## src/rtl/reg_bank_pkg.sv

```systemverilog
// Shared defaults for the register bank and its helpers.
package reg_bank_pkg;

  localparam int unsigned RB_WIDTH_DEF = 8;
  localparam int unsigned RB_DEPTH_DEF = 8;

  // True when an address falls inside the populated entry range.
  function automatic logic rb_in_range(input int unsigned addr, input int unsigned depth);
    return addr < depth;
  endfunction

endpackage

```

## src/rtl/reg_bank_dec.sv

```systemverilog
// AW-to-DEPTH one-hot decoder with enable; out-of-range or disabled gives all zeros.
module reg_bank_dec #(
  parameter int unsigned DEPTH = 8,
  parameter int unsigned AW    = $clog2(DEPTH)
) (
  input  logic             en_i,
  input  logic [AW-1:0]    addr_i,
  output logic [DEPTH-1:0] onehot_o
);

  // Compare against each populated index so codes >= DEPTH never hit a line.
  always_comb begin
    onehot_o = '0;
    for (int i = 0; i < int'(DEPTH); i++) begin
      if (en_i && (addr_i == AW'(i))) begin
        onehot_o[i] = 1'b1;
      end
    end
  end

endmodule

```

## src/rtl/reg_bank.sv

```systemverilog
// Register bank: one decoded write port, two registered read ports with valid tracking.
module reg_bank
  import reg_bank_pkg::*;
#(
  parameter int unsigned WIDTH  = RB_WIDTH_DEF,
  parameter int unsigned DEPTH  = RB_DEPTH_DEF,
  parameter bit          BYPASS = 1'b1,
  localparam int unsigned AW    = $clog2(DEPTH)
) (
  input  logic             clk,
  input  logic             rst_n,
  input  logic             clr,
  input  logic             we,
  input  logic [AW-1:0]    waddr,
  input  logic [WIDTH-1:0] wdata,
  input  logic             re0,
  input  logic [AW-1:0]    raddr0,
  output logic [WIDTH-1:0] rdata0,
  output logic             rvalid0,
  input  logic             re1,
  input  logic [AW-1:0]    raddr1,
  output logic [WIDTH-1:0] rdata1,
  output logic             rvalid1,
  output logic [DEPTH-1:0] entry_valid
);

  logic [WIDTH-1:0] mem_q [DEPTH];
  logic [WIDTH-1:0] mem_d [DEPTH];
  logic [DEPTH-1:0] valid_q, valid_d;
  logic [DEPTH-1:0] wr_oh;

  logic [1:0]    re;
  logic [AW-1:0] raddr [2];

  assign re       = {re1, re0};
  assign raddr[0] = raddr0;
  assign raddr[1] = raddr1;

  // clr masks the decoder so a write in a clear cycle never reaches storage.
  reg_bank_dec #(
    .DEPTH (DEPTH),
    .AW    (AW)
  ) u_dec (
    .en_i     (we & ~clr),
    .addr_i   (waddr),
    .onehot_o (wr_oh)
  );

  // Storage next state: clear wins, otherwise the decoded entry takes wdata.
  always_comb begin
    mem_d   = mem_q;
    valid_d = valid_q;
    if (clr) begin
      for (int i = 0; i < int'(DEPTH); i++) mem_d[i] = '0;
      valid_d = '0;
    end else begin
      for (int i = 0; i < int'(DEPTH); i++) begin
        if (wr_oh[i]) begin
          mem_d[i]   = wdata;
          valid_d[i] = 1'b1;
        end
      end
    end
  end

  // Storage and valid flops.
  always_ff @(posedge clk or negedge rst_n) begin
    if (!rst_n) begin
      for (int i = 0; i < int'(DEPTH); i++) mem_q[i] <= '0;
      valid_q <= '0;
    end else begin
      mem_q   <= mem_d;
      valid_q <= valid_d;
    end
  end

  assign entry_valid = valid_q;

  for (genvar p = 0; p < 2; p++) begin : g_rd
    logic [WIDTH-1:0] rdata_q, rdata_d;
    logic             rvalid_q, rvalid_d;
    logic             in_range;

    assign in_range = rb_in_range(32'(raddr[p]), DEPTH);

    // Read mux: hold when idle; clear and out-of-range read as empty.
    always_comb begin
      rdata_d  = rdata_q;
      rvalid_d = rvalid_q;
      if (re[p]) begin
        if (clr || !in_range) begin
          rdata_d  = '0;
          rvalid_d = 1'b0;
        end else if (BYPASS && we && (waddr == raddr[p])) begin
          rdata_d  = wdata;
          rvalid_d = 1'b1;
        end else begin
          rdata_d  = mem_q[raddr[p]];
          rvalid_d = valid_q[raddr[p]];
        end
      end
    end

    // Registered read outputs.
    always_ff @(posedge clk or negedge rst_n) begin
      if (!rst_n) begin
        rdata_q  <= '0;
        rvalid_q <= 1'b0;
      end else begin
        rdata_q  <= rdata_d;
        rvalid_q <= rvalid_d;
      end
    end

    if (p == 0) begin : g_out0
      assign rdata0  = rdata_q;
      assign rvalid0 = rvalid_q;
    end else begin : g_out1
      assign rdata1  = rdata_q;
      assign rvalid1 = rvalid_q;
    end
  end

endmodule
```

## config.mk

```make
export PLATFORM = sky130hd
export DESIGN_NAME = reg_bank
export DESIGN_NICKNAME = d
export VERILOG_FILES = /design/src/rtl/reg_bank_pkg.sv /design/src/rtl/reg_bank_dec.sv /design/src/rtl/reg_bank.sv
export SDC_FILE = /design/constraint.sdc
export NUM_CORES = 1
export LEC_CHECK = 0
export BUFFER_PORTS_ARGS = -buffer_cell sky130_fd_sc_hd__buf_2
export CAP_MARGIN = 10
export CORE_ASPECT_RATIO = 1.1
export CORE_MARGIN = 1
export CORE_UTILIZATION = 40
export DETAILED_ROUTE_END_ITERATION = 6
export HOLD_SLACK_MARGIN = 0.05
export SLEW_MARGIN = 20
export SYNTH_ARGS = -nofsm -noshare
export SYNTH_HDL_FRONTEND = slang
export SYNTH_HIERARCHICAL = 1
export SYNTH_SLANG_ARGS = --single-unit
```

## constraint.sdc

```tcl
create_clock -name clk -period 3.8 [get_ports clk]
set_input_delay 0.57 -clock clk [delete_from_list [all_inputs] [get_ports clk]]
set_output_delay 0.57 -clock clk [all_outputs]
set_load 0.02 [all_outputs]
```

==> results.ini <==
[status]
status=completed

[power_and_ir_drop]
power_switching_w=0.0005107
power_frac_seq_pct=47.8
power_frac_comb_pct=10.0
p_total_w=0.002066
p_sw_share_pct=24.72
ir_worst_vdd_mv=0.1791
intPower_w=0.001555
clkPwrFrac_pct=42.3
power_density_nw_per_um2=371.1
p_leak_nw=2.532

[routing]
route.detailed.drc=0
final_antenna_net_count=0
drtPass1Iterations=4
routedWlPerCell_um=21.58
routed_wirelength_mm=12.56
drt_iter0_markers=178
route.vias.total=3369
viasPerCell=5.789

[cells_and_area]
final.fill_count=1114
multi_input_area_um2=2522
layout-drive-gt1-share_pct=21.73
area_delta_synth_final_pct=11.28
antennaDiodeCount=0
final_area_um2=5565
utilization_pct=46.05
seq_area_um2=2252
nets=446

[die]
initial_core_util_pct=41.38
num_rows=42
die_w_um=108.6
core_um2=12090
dieArea_um2=12950
io_pins=49
chipHeight_um=119.3

[cts]
clockRootBuffer=clkbuf_16
cts-htree-levels=3
cts_setup_buffers=0
tritoncts=done
cts_sinks=90
ctsHoldBuffers=0
clockBufferDepth=2
clk_pin_slew_ns=0.06
numCtsBuffers=9
insertion_delay_ns=0.34
post_cts_resized=0

[yosys]
syn_nets=419
ys_seq_area_share_pct=45.03
avgSynthCellArea_um2=12.63
mappedNetlistArea_um2=5001
ys_ff_latch=90
synthDistinctLibCells=27
synthCells=396
yosysWarnings=6

[critical_path]
crit_fanout=57
worstRegToRegCells=3
worstSetupStartpointType=input pin
critPathKind=input pin to flop
cp-endpoint=rdata1[5]
crit_start=clr
crit_required_ns=3.99
r2r_start=mem_q[32]
worstReg2RegEnd=rdata1[0]
arrival_ns=2.28
worst_setup_path_end_kind=flop
regToRegSetupSlack_ns=2.43

[global_routing]
grt_pass1_wl_mm=20.04
grt_max_degree=74
grtUsageTotal_pct=21.26
globalRouteOverflowTotal=0
grt_pass1_vias=3441
antenna_found_initial=0

[timing]
period_minus_slack_ns=2.088
fmax_mhz=479.0
drv_slew=0
min_period_over_period_pct=54.93
setup-tns-final_ns=0
whs_ns=0.3763
finalSetupViolations=0
rsz0062_at_grt=false
hold_violations=0
clock_skew_ns=0.005204
tightestPinTransition_ns=0.9458
slew-limit-headroom_pct=36.94

[placement]
gp_congestion=0.7550
dp_hpwl_mm=7.852
placed_area_um2=5278
port_buffers=48

[flow_run]
cap_violations=0

[worst_hold_path]
hp-class=input pin to asynchronous set/reset pin

## layout by cell type (no fill, tap or decap), drive strengths merged, types with 3 or more instances in the layout
cell type	n
and4b	3
and4bb	3
buf	53
clkbuf	11
dfrtp	90
inv	8
mux2i	82
mux4	36
nand2b	18
nand4	4
nor2	80
o221ai	16
xnor2	6
## Yosys cell counts
library cell  number  area share, %
a31oi_1            2           0.25
a41o_1             2           0.40
and3b_1            2           0.35
and4_2             1           0.20
and4b_2            3           0.68
and4bb_2           3           0.75
buf_1              8           0.60
buf_12             2           0.80
buf_2              5           0.50
buf_4              1           0.15
buf_6              2           0.45
clkbuf_1          19            1.4
dfrtp_1           90             45
inv_1              8           0.60
mux2i_1           82             16
mux4_1            20             11
mux4_2            16            7.2
nand2_1            2           0.15
nand2b_1          18            2.3
nand4_1            4           0.50
nor2_1            80            6.0
nor2b_1            1           0.13
nor4b_2            1           0.30
o21ai_0            2           0.20
o221ai_1          16            2.8
xnor2_1            4           0.70
xnor2_2            2           0.65
## worst max-delay path, cell delays in order
cell and delay (ns):
buf_2 0.35, buf_4 0.60, and3b_1 0.25, nand4_1 0.33, o221ai_1 0.17
## routing by layer
layer  GRT usage [%]  routed length, um  up-vias
met5               0                  0        -
met4           8.024                292        0
met3           3.831                678       21
met2           32.04               6005       99
met1           30.47               5582     1734
li1                -                  -     1515
## layout make-up
type,instances,share of cell area (%)
clock buffers,11,4.182
clock inverters,5,0.9892
inverters,8,0.5396
multi-input cells,261,45.32
flip-flops and latches,90,40.47
well taps,154,3.462
repair buffers,53,5.036
## how the worst min path moves through the flow
stage / from / endpoint
CTS: rst_n / mem_q[32]
detailed placement: rdata0[2] / rdata0[2]
finish: rst_n / entry_valid[3]
global route: rst_n / mem_q[1]
global placement: rdata1[7] / rdata1[7]
floorplan: rst_n / entry_valid[0]
## sequential cells by signal (all words and copies together) (netlist names)
signal	flops
rdata0	8
entry_valid	8
rdata1	8
rvalid1	1
mem_q	64
rvalid0	1
## cell families (layout without fill, tap and decap cells)
| kind of cell | after synthesis | after routing | share of synthesized area, % |
|---|---|---|---|
| muxes | 118 | 118 | 34.13 |
| and+or+nand+nor | 115 | 115 | 11.31 |
| DFF | 90 | 90 | 45.03 |
| buffers and inverters | 45 | 77 | 4.528 |
| AOI/OAI and AO/OA | 22 | 22 | 3.653 |
| xor gates and xnor gates | 6 | 6 | 1.351 |
## through the flow
stage	setup slack, ns	std cells
floorplan	1.637	396
global placement	1.394	566
detailed placement	1.367	566
CTS	1.729	582
global route	1.556	582
finish	1.712	582
## power groups by stage
stage	sequential, W	combinational, W	clock [W]
floorplan	0.00101	0.000127	0
global placement	0.00100	0.000205	0
detailed placement	0.00100	0.000207	0
CTS	0.000987	0.000208	0.000894
global route	0.000988	0.000224	0.000935
finish	0.000987	0.000206	0.000873
Power figures use the tool's default switching activity.
